## src/rtl/imem_loader.sv

```systemverilog
// imem_loader: streams bytes from a byte source into instruction memory as
// little-endian 32-bit words, holding the CPU in reset while loading.
// Optional build macro IMEM_LOADER_CHECKSUM_EN adds a running XOR over all
// data bytes and a trailing checksum byte that sets err on mismatch.
module imem_loader #(
  parameter int ADDR_W = 8
) (
  input  logic              clk,
  input  logic              rst,
  input  logic              load_start,
  input  logic [ADDR_W-1:0] load_len,
  input  logic              byte_valid,
  input  logic [7:0]        byte_data,
  output logic              byte_ready,
  output logic              mem_we,
  output logic [ADDR_W-1:0] mem_addr,
  output logic [31:0]       mem_wdata,
  output logic              cpu_hold,
  output logic              done,
  output logic              err
);

`ifdef IMEM_LOADER_CHECKSUM_EN
  typedef enum logic [2:0] {
    IDLE,
    RECV,
    WRITE,
    CHECK,
    DONE
  } state_t;
`else
  typedef enum logic [1:0] {
    IDLE,
    RECV,
    WRITE,
    DONE
  } state_t;
`endif

  state_t            state_q, state_d;
  logic [ADDR_W-1:0] len_q;
  logic [ADDR_W-1:0] addr_q;
  logic [1:0]        cnt_q;
  logic [31:0]       word_q;
  logic              last_word;

  // len_q of 0 means a full memory; len_q-1 then wraps to the top address
  assign last_word = (addr_q == (len_q - ADDR_W'(1)));

  assign mem_addr  = addr_q;
  assign mem_wdata = word_q;

  // State register
  always_ff @(posedge clk or posedge rst) begin
    if (rst) begin
      state_q <= IDLE;
    end else begin
      state_q <= state_d;
    end
  end

  // Next-state and state-decoded outputs
  always_comb begin
    state_d    = state_q;
    byte_ready = 1'b0;
    mem_we     = 1'b0;
    cpu_hold   = 1'b0;
    done       = 1'b0;
    case (state_q)
      IDLE: begin
        if (load_start) state_d = RECV;
      end
      RECV: begin
        byte_ready = 1'b1;
        cpu_hold   = 1'b1;
        if (byte_valid && (cnt_q == 2'd3)) state_d = WRITE;
      end
      WRITE: begin
        mem_we   = 1'b1;
        cpu_hold = 1'b1;
        if (last_word) begin
`ifdef IMEM_LOADER_CHECKSUM_EN
          state_d = CHECK;
`else
          state_d = DONE;
`endif
        end else begin
          state_d = RECV;
        end
      end
`ifdef IMEM_LOADER_CHECKSUM_EN
      CHECK: begin
        byte_ready = 1'b1;
        cpu_hold   = 1'b1;
        if (byte_valid) state_d = DONE;
      end
`endif
      DONE: begin
        done = 1'b1;
        if (load_start) state_d = RECV;
      end
      default: state_d = IDLE;
    endcase
  end

  // Load length, word address, byte counter and word assembly
  always_ff @(posedge clk or posedge rst) begin
    if (rst) begin
      len_q  <= '0;
      addr_q <= '0;
      cnt_q  <= '0;
      word_q <= '0;
    end else begin
      case (state_q)
        IDLE, DONE: begin
          if (load_start) begin
            len_q  <= load_len;
            addr_q <= '0;
            cnt_q  <= '0;
            word_q <= '0;
          end
        end
        RECV: begin
          // Shifting in from the top leaves byte 0 in [7:0] after four bytes
          if (byte_valid) begin
            word_q <= {byte_data, word_q[31:8]};
            cnt_q  <= cnt_q + 2'd1;
          end
        end
        WRITE: begin
          // The final increment wraps harmlessly: no write follows it
          addr_q <= addr_q + ADDR_W'(1);
        end
        default: ;
      endcase
    end
  end

`ifdef IMEM_LOADER_CHECKSUM_EN
  logic [7:0] xor_q;
  logic       err_q;

  // Running XOR of data bytes and trailer comparison
  always_ff @(posedge clk or posedge rst) begin
    if (rst) begin
      xor_q <= '0;
      err_q <= 1'b0;
    end else begin
      case (state_q)
        IDLE, DONE: begin
          if (load_start) begin
            xor_q <= '0;
            err_q <= 1'b0;
          end
        end
        RECV: begin
          if (byte_valid) xor_q <= xor_q ^ byte_data;
        end
        CHECK: begin
          if (byte_valid) err_q <= (byte_data != xor_q);
        end
        default: ;
      endcase
    end
  end

  assign err = err_q;
`else
  assign err = 1'b0;
`endif

endmodule
```

## config.mk

```make
export PLATFORM = sky130hd
export DESIGN_NAME = imem_loader
export DESIGN_NICKNAME = d
export VERILOG_FILES = /design/src/rtl/imem_loader.sv
export SDC_FILE = /design/constraint.sdc
export NUM_CORES = 1
export LEC_CHECK = 0
export CORE_MARGIN = 2
export CORE_UTILIZATION = 52
export DETAILED_ROUTE_END_ITERATION = 7
export GPL_TIMING_DRIVEN = 0
export PLACE_DENSITY = 0.85
export SYNTH_ARGS = -nofsm -noshare
export SYNTH_HDL_FRONTEND = slang
export SYNTH_SLANG_ARGS = --single-unit
```

## constraint.sdc

```tcl
create_clock -name clk -period 3.55 [get_ports clk]
set_input_delay 0.71 -clock clk [delete_from_list [all_inputs] [get_ports clk]]
set_output_delay 0.71 -clock clk [all_outputs]
set_load 0.05 [all_outputs]
```

==> results of run 1 <==
-- worst max-delay path by stage --
stage | from | to | slack [ns] | cells past startpoint
after global routing | state_q[0] | cpu_hold | 0.66 | 5
after global placement | rst | mem_wdata[27] | 0.66 | 2
after floorplan | state_q[0] | mem_addr[5] | 1.45 | 7
after detailed placement | state_q[0] | cpu_hold | 1.09 | 5
after CTS | state_q[0] | cpu_hold | 0.74 | 5
final | state_q[0] | cpu_hold | 0.74 | 5
-- state kept, by name (all words and copies together), names as in the netlist --
register,cells
state_q,2
cnt_q,2
len_q,8
mem_addr,8
mem_wdata,32
-- layout by cell type (no fill, tap or decap), types with 2 or more instances in the layout --
master | netlist | routed
sky130_fd_sc_hd__clkdlybuf4s50_1 | 0 | 63
sky130_fd_sc_hd__dfrtp_1 | 52 | 52
sky130_fd_sc_hd__a22o_1 | 35 | 35
sky130_fd_sc_hd__nand2_1 | 13 | 13
sky130_fd_sc_hd__mux2_2 | 9 | 9
sky130_fd_sc_hd__clkbuf_1 | 8 | 8
sky130_fd_sc_hd__o21ai_0 | 8 | 8
sky130_fd_sc_hd__nor2_1 | 8 | 8
sky130_fd_sc_hd__xnor2_1 | 8 | 8
sky130_fd_sc_hd__ha_1 | 7 | 7
sky130_fd_sc_hd__clkbuf_8 | 0 | 6
sky130_fd_sc_hd__xor2_1 | 5 | 5
sky130_fd_sc_hd__inv_1 | 6 | 5
sky130_fd_sc_hd__buf_2 | 4 | 4
sky130_fd_sc_hd__a21oi_1 | 4 | 4
sky130_fd_sc_hd__nand2b_1 | 3 | 3
sky130_fd_sc_hd__nand4_1 | 3 | 3
sky130_fd_sc_hd__buf_6 | 2 | 2
sky130_fd_sc_hd__and3_1 | 2 | 2
sky130_fd_sc_hd__mux2i_1 | 2 | 2
sky130_fd_sc_hd__or3_1 | 2 | 2
sky130_fd_sc_hd__nor3_1 | 2 | 2
-- metrics by stage --
step	power, mW	setup slack (ns)	hold WS [ns]	cells	cell area, µm²
2_1_floorplan	2.12	1.45	0.477	200	2390
3_3_place_gp	2.55	0.662	0.489	315	3090
3_5_place_dp	2.59	1.09	0.492	316	3110
4_1_cts	2.95	0.743	0.516	324	3210
5_1_grt	3.12	0.660	0.533	324	3210
6_report	2.94	0.737	0.514	324	3210
-- layout make-up --
class / count / area [µm²] / share of cell area (%)
buffer: 16 / 83.8 / 2.61
tap: 52 / 65.1 / 2.03
clock inverter: 2 / 13.8 / 0.429
multi-input combinational: 126 / 987 / 30.8
clock buffer: 6 / 82.6 / 2.58
inverter: 6 / 22.5 / 0.702
timing repair buffer: 64 / 651 / 20.3
sequential: 52 / 1300 / 40.6
-- worst max-delay path, cell delays in order, from the launching register on --
cell                              delay (ns)
sky130_fd_sc_hd__dfrtp_1                0.44
sky130_fd_sc_hd__inv_1                  0.07
sky130_fd_sc_hd__ha_1                   0.30
sky130_fd_sc_hd__buf_6                  0.14
sky130_fd_sc_hd__inv_1                  0.05
sky130_fd_sc_hd__clkdlybuf4s50_1        0.79
-- power groups by stage --
stage	combinational [mW]	sequential, mW	clock [mW]
finish	1.65	0.921	0.366
CTS	1.66	0.921	0.370
detailed placement	1.66	0.929	0
global placement	1.62	0.923	0
global route	1.78	0.946	0.394
floorplan	0.881	1.24	0
-- kinds of logic (layout without fill, tap and decap cells) --
| family | after synthesis | count (layout) | share of synthesized area, % |
|---|---|---|---|
| simple gates | 40 | 40 | 9.51 |
| buf+inv | 22 | 94 | 4.44 |
| fa+ha+maj | 7 | 7 | 3.66 |
| mux | 11 | 11 | 5.07 |
| xor+xnor | 13 | 13 | 4.75 |
| flops | 52 | 52 | 54.3 |
| compound gates | 54 | 54 | 18.1 |
| other cells | 1 | 1 | 0.157 |
-- routing by layer --
metal | track usage, % | up-vias | wire, µm
met3 | 8.30 | 6 | 393
met2 | 35.8 | 54 | 2510
met1 | 26.1 | 847 | 2180
li1 | - | 862 | -
met4 | 7.34 | 0 | 60
met5 | 0 | - | 0
==> Flow_metrics.wiki, run 1 <==
{| class="wikitable"
! Metric !! Value
|-
| Share of post-route cells with drive strength above 1 || 11.0%
|-
| Classification of the worst setup path || reg -> out
|-
| Worst setup EP type || output port
|-
| Diode insertion count for antenna repair || 0
|-
| Most numerous cell types in the synthesized netlist || sky130_fd_sc_hd__dfrtp_1 (52), sky130_fd_sc_hd__a22o_1 (35), sky130_fd_sc_hd__nand2_1 (13)
|-
| Inserted Clock Buffers || 5
|-
| Clock insertion delay at the later pin of the skew report || 0.32 ns
|-
| Clock-pin slew of the registers on the worst-case setup and hold paths || 0.09 ns
|-
| Post-synthesis cell type count || 37
|-
| Detailed-route wire length per cell || 15.9 µm
|-
| Number of hold violations in the final report || 0
|-
| Critical Path Source Type || flip-flop
|-
| Max-slew violation total from the final report || 0
|-
| Max-capacitance violation count || 0
|-
| Biggest area consumer among synthesized cells || sky130_fd_sc_hd__dfrtp_1
|-
| Summed instance area of the synthesized netlist || 2390 µm²
|-
| Headroom to the max-slew limit || 61.0%
|-
| Number of synthesized flops with an enable pin || 0
|-
| Total number of placement rows || 24
|-
| Worst Tran Pin Value || 0.583 ns
|-
| Cell count of the worst hold path || 1
|-
| Final #Nets || 298
|-
| Result of the run || finished clean
|-
| Prevailing post-synth register cell || sky130_fd_sc_hd__dfrtp_1
|-
| Arrival time at the worst endpoint || 2.10 ns
|-
| Unrepaired setup endpoints after global routing || false
|-
| Residual antenna-violating net count after detailed routing || 0
|-
| Standard cell core area || 4380 µm²
|-
| Post-Synthesis Net Count || 227
|-
| FF-to-FF End || mem_wdata[17]
|-
| Sw Pwr || 1.40 mW
|-
| Starting Density || 54.6%
|-
| Setup Fix Bufs, Post-CTS || 0
|-
| Net switching fraction of the power || 47.5%
|-
| Launch point of the worst hold path || mem_wdata[6]
|-
| Top cells by area in the synthesized netlist || sky130_fd_sc_hd__dfrtp_1 (54%), sky130_fd_sc_hd__a22o_1 (13%), sky130_fd_sc_hd__mux2_2 (4.2%)
|-
| Layout overhead on the synthesized area || 33.9%
|-
| Io pins || 65
|-
| Buffers added on ports || 63
|-
| End point of the worst hold path || mem_wdata[6]
|-
| Grt total ovfl || 0
|-
| Share of total power in sequential cells || 31.4%
|-
| Worst Reg-to-Reg Cells || 6
|-
| Post-detailed-route via-to-cell ratio || 5.46
|-
| Hold-fix buffers at CTS || 0
|-
| Share of the cycle needed by the critical path after routing || 79.2%
|-
| End-of-flow core utilization || 73.1%
|-
| Via count of the first global-routing pass || 1790
|-
| Y dimension of the die || 71.9 µm
|-
| Post-layout minimum cycle time || 2.81 ns
|-
| Remaining design rule violation count || 0
|-
| Worst clock skew on the final layout || 0.00329 ns
|-
| Sequential share of the synthesized area || 54.3%
|-
| X dimension of the die || 71.9 µm
|-
| Finish-stage setup viols || 0
|-
| Longest Clk Path Bufs || 2
|-
| Post-synth top area share || 54.3%
|-
| Routed vias || 1769
|-
| Number of antenna violations at the first check in global routing || 0
|-
| Most frequently used cell type in the post-synthesis netlist || sky130_fd_sc_hd__dfrtp_1
|-
| First-pass GRT wire length || 8540 µm
|-
| Synth Area per Inst || 12.0 µm²
|-
| Total negative slack for setup checks || 0 ns
|-
| Startpoint of the worst register-to-register path || state_q[0]
|-
| CP Max Fanout || 7
|-
| Initial DRC count || 96
|-
| Leak || 1.45 nW
|-
| Clock root cell || sky130_fd_sc_hd__clkbuf_8
|-
| Required arrival time at the worst endpoint || 2.84 ns
|-
| Register bit total from synthesis || 52
|-
| P per Cell Area || 916 nW/µm²
|-
| Fill cells || 312
|-
| Combinational cell fraction of total power || 56.2%
|-
| Resized Gates After CTS || 0
|-
| Fraction of registers with async set/reset || 100%
|-
| Worst min-delay path class || reg -> reg
|-
| VDD IR max || 0.751 mV
|-
| Total iterations of the first detailed-routing run || 4
|-
| Estimated wirelength of the detail-placed design || 3700 µm
|-
| Clock tree from TritonCTS || built
|-
| Maximum achievable frequency || 355 MHz
|-
| Maximum number of pins on one net before global-route repair || 36
|-
| Setup slack of the most critical reg-to-reg path || 1.41 ns
|-
| Global placement routability congestion || 0.772
|-
| Count of H-tree levels built during CTS || 2
|-
| Clock net sink count || 52
|-
| Instance count of the mapped netlist || 200
|-
| Die Area || 5160 µm²
|-
| GRT Util Overall || 21.7%
|-
| Synthesis Warnings || 0
|-
| Fraction of power consumed by the clock network || 12.4%
|-
| Total internal power || 1.54 mW
|-
| Final wirelength || 5140 µm
|}
Power figures use the tool's default switching activity.
==> run 2: changes to the inputs <==
--- a/config.mk
+++ b/config.mk
@@ -6,10 +6,10 @@
 export NUM_CORES = 1
 export LEC_CHECK = 0
 export CORE_MARGIN = 2
-export CORE_UTILIZATION = 52
+export CORE_UTILIZATION = 43
 export DETAILED_ROUTE_END_ITERATION = 7
 export GPL_TIMING_DRIVEN = 0
-export PLACE_DENSITY = 0.85
+export PLACE_DENSITY = 0.75
 export SYNTH_ARGS = -nofsm -noshare
 export SYNTH_HDL_FRONTEND = slang
 export SYNTH_SLANG_ARGS = --single-unit
==> constraint.sdc (replaced) <==
create_clock -name clk -period 2.4 [get_ports clk]
set_input_delay 0.48 -clock clk [delete_from_list [all_inputs] [get_ports clk]]
set_output_delay 0.48 -clock clk [all_outputs]
set_load 0.05 [all_outputs]
==> run 2 against run 1 <==
Via count rose by 1.6%. Sequential power rose by 48%. Largest cell class unchanged. Highest routed layer unchanged. Largest power group unchanged. First-iteration DRC count fell by 23%. Design area rose by 0.70%.
==> Flow_metrics.wiki, run 2 (same netlist as run 1, synthesis figures left out) <==
{| class="wikitable"
! Metric !! Value
|-
| Startpoint of the worst register-to-register path || state_q[0]
|-
| Maximum achievable frequency || 442 MHz
|-
| Worst min-delay path class || in -> async
|-
| Remaining design rule violation count || 0 (unchanged)
|-
| Die Area || 6180 µm² (+20%)
|-
| Leak || 1.46 nW (+0.94%)
|-
| Leading cell types in the layout, fill and taps excluded || sky130_fd_sc_hd__clkdlybuf4s50_1 (61), sky130_fd_sc_hd__dfrtp_1 (52), sky130_fd_sc_hd__a22o_1 (35)
|-
| Routed vias || 1797 (+1.6%)
|-
| Post-layout minimum cycle time || 2.26 ns
|-
| Worst setup EP type || output port
|-
| Leading cell type in the layout, fill and taps excluded || sky130_fd_sc_hd__clkdlybuf4s50_1
|-
| Final wirelength || 5060 µm (-1.7%)
|-
| Clock tree from TritonCTS || built
|-
| Estimated wirelength of the detail-placed design || 3690 µm (-0.32%)
|-
| First-pass GRT wire length || 8310 µm (-2.7%)
|-
| Critical Path Source Type || flip-flop
|-
| Number of hold violations in the final report || 0 (unchanged)
|-
| End-of-flow core utilization || 59.4% (-14 points)
|-
| Worst clock skew on the final layout || 0.0146 ns (+0.0113 ns)
|-
| Count of H-tree levels built during CTS || 2 (unchanged)
|-
| Layout overhead on the synthesized area || 34.8%
|-
| Setup slack of the most critical reg-to-reg path || 0.28 ns (-1.13 ns)
|-
| Via count of the first global-routing pass || 1743 (-2.6%)
|-
| Share of the cycle needed by the critical path after routing || 94.2%
|-
| Required arrival time at the worst endpoint || 1.92 ns (-0.92 ns)
|-
| Buffers added on ports || 63 (unchanged)
|-
| Y dimension of the die || 78.6 µm (+9.4%)
|-
| Arrival time at the worst endpoint || 1.78 ns (-0.32 ns)
|-
| Detailed-route wire length per cell || 14.7 µm (-7.4%)
|-
| Worst Reg-to-Reg Cells || 6 (unchanged)
|-
| Starting Density || 44.0% (-11 points)
|-
| Max-capacitance violation count || 0 (unchanged)
|-
| Unrepaired setup endpoints after global routing || false
|-
| Flip-flop count of the largest register, all copies and words added || 32 (unchanged)
|-
| Clock insertion delay at the later pin of the skew report || 0.31 ns (about the same)
|-
| Total placed cells including tap cells || 336 (+6.3%)
|-
| Residual antenna-violating net count after detailed routing || 0 (unchanged)
|-
| Post-detailed-route via-to-cell ratio || 5.22 (-4.3%)
|-
| Total negative slack for setup checks || 0 ns (unchanged)
|-
| Finish-stage setup viols || 0 (unchanged)
|-
| Number of antenna violations at the first check in global routing || 0 (unchanged)
|-
| DP Worst Slack || 0.167 ns (-0.920 ns)
|-
| Share of post-route cells with drive strength above 1 || 11.0% (unchanged)
|-
| Post-layout instance count excluding filler cells || 344 (+6.2%)
|-
| Inserted Clock Buffers || 5 (unchanged)
|-
| Headroom to the max-slew limit || 60.1% (-0.82 points)
|-
| Maximum number of pins on one net before global-route repair || 36 (unchanged)
|-
| Total number of placement rows || 27 (+13%)
|-
| Grt total ovfl || 0 (unchanged)
|-
| Clock-pin slew of the registers on the worst-case setup and hold paths || 0.10 ns (about the same)
|-
| FF-to-FF End || mem_wdata[18]
|-
| Clock root cell || sky130_fd_sc_hd__clkbuf_8
|-
| Longest Clk Path Bufs || 2 (unchanged)
|-
| Total iterations of the first detailed-routing run || 4 (unchanged)
|-
| Global placement routability congestion || 0.769 (-0.36%)
|-
| VDD IR max || 0.874 mV (+16%)
|-
| Setup Fix Bufs, Post-CTS || 0 (unchanged)
|-
| Final worst-path setup slack || 0.139 ns (-0.598 ns)
|-
| Initial DRC count || 74 (-23%)
|-
| Final-layout worst hold slack || 0.473 ns (-0.0411 ns)
|-
| CP Max Fanout || 7 (unchanged)
|-
| Final #Nets || 298 (unchanged)
|-
| Clock net sink count || 52 (unchanged)
|-
| Diode insertion count for antenna repair || 0 (unchanged)
|-
| P per Cell Area || 1340 nW/µm² (+46%)
|-
| Io pins || 65 (unchanged)
|-
| Max-slew violation total from the final report || 0 (unchanged)
|-
| GRT Util Overall || 17.1% (-4.5 points)
|-
| Standard cell core area || 5440 µm² (+24%)
|-
| Classification of the worst setup path || reg -> out
|-
| Result of the run || finished clean
|-
| X dimension of the die || 78.6 µm (+9.4%)
|-
| Worst Tran Pin Value || 0.595 ns (+0.0123 ns)
|}
==> run 2: worst max-delay path by stage <==
stage	startpoint	end	slack [ns]	cells past startpoint
6_report	state_q[0]	cpu_hold	0.14	5
5_1_grt	state_q[0]	cpu_hold	0.07	5
4_1_cts	state_q[1]	byte_ready	0.03	3
3_5_place_dp	load_start	mem_wdata[18]	0.17	6
3_3_place_gp	rst	mem_wdata[29]	-0.32	2
2_1_floorplan	state_q[0]	mem_addr[5]	0.30	7
==> run 2: critical path, stage by stage, from the launching register on <==
cell and delay [ns]:
sky130_fd_sc_hd__dfrtp_1 0.42, sky130_fd_sc_hd__inv_1 0.06, sky130_fd_sc_hd__ha_1 0.30, sky130_fd_sc_hd__buf_6 0.14
sky130_fd_sc_hd__inv_1 0.05, sky130_fd_sc_hd__dlygate4sd2_1 0.51
==> run 2: per-layer routing <==
metal  GRT usage (%)  routed length (µm)
met1            21.9                2250
met2            27.4                2370
met3            6.21                 400
met4            4.74                  38
met5               0                   0
==> run 2: stage by stage <==
stage | power [mW] | area (µm²)
2_1_floorplan | 3.13 | 2390
3_3_place_gp | 3.78 | 3120
3_5_place_dp | 3.84 | 3140
4_1_cts | 4.35 | 3230
5_1_grt | 4.59 | 3230
6_report | 4.31 | 3230
==> run 2: power breakdown <==
group	internal, mW	total (mW)	switching (mW)
Sequential	1.12	1.36	0.235
Combinational	0.913	2.44	1.53
Clock	0.231	0.517	0.286
Total	2.27	4.31	2.05
==> run 2: area by class of cell <==
class                           instances  area (µm²)
Fill cell                             466        2210
Multi-Input combinational cell        126         987
Clock buffer                            6        82.6
Sequential cell                        52        1300
Inverter                                6        22.5
Timing Repair Buffer                   64         652
Clock inverter                          2        10.0
Tap cell                               72        90.1
Buffer                                 16        83.8
==> run 2: repair_timing <==
action | in CTS | in global routing
cloned | 0 | 0
endpoints found under the setup margin | 1 | 1
hold buffers | 0 | 0
resized for setup | 1 | 1
==> run 3: changes to the inputs <==
--- a/config.mk
+++ b/config.mk
@@ -7,6 +7,7 @@
 export LEC_CHECK = 0
 export CORE_MARGIN = 2
 export CORE_UTILIZATION = 43
+export CTS_CLUSTER_DIAMETER = 60
 export DETAILED_ROUTE_END_ITERATION = 7
 export GPL_TIMING_DRIVEN = 0
 export PLACE_DENSITY = 0.75
==> results of run 3 <==
The final DEF is identical to that of run 2; final timing and power are the same.
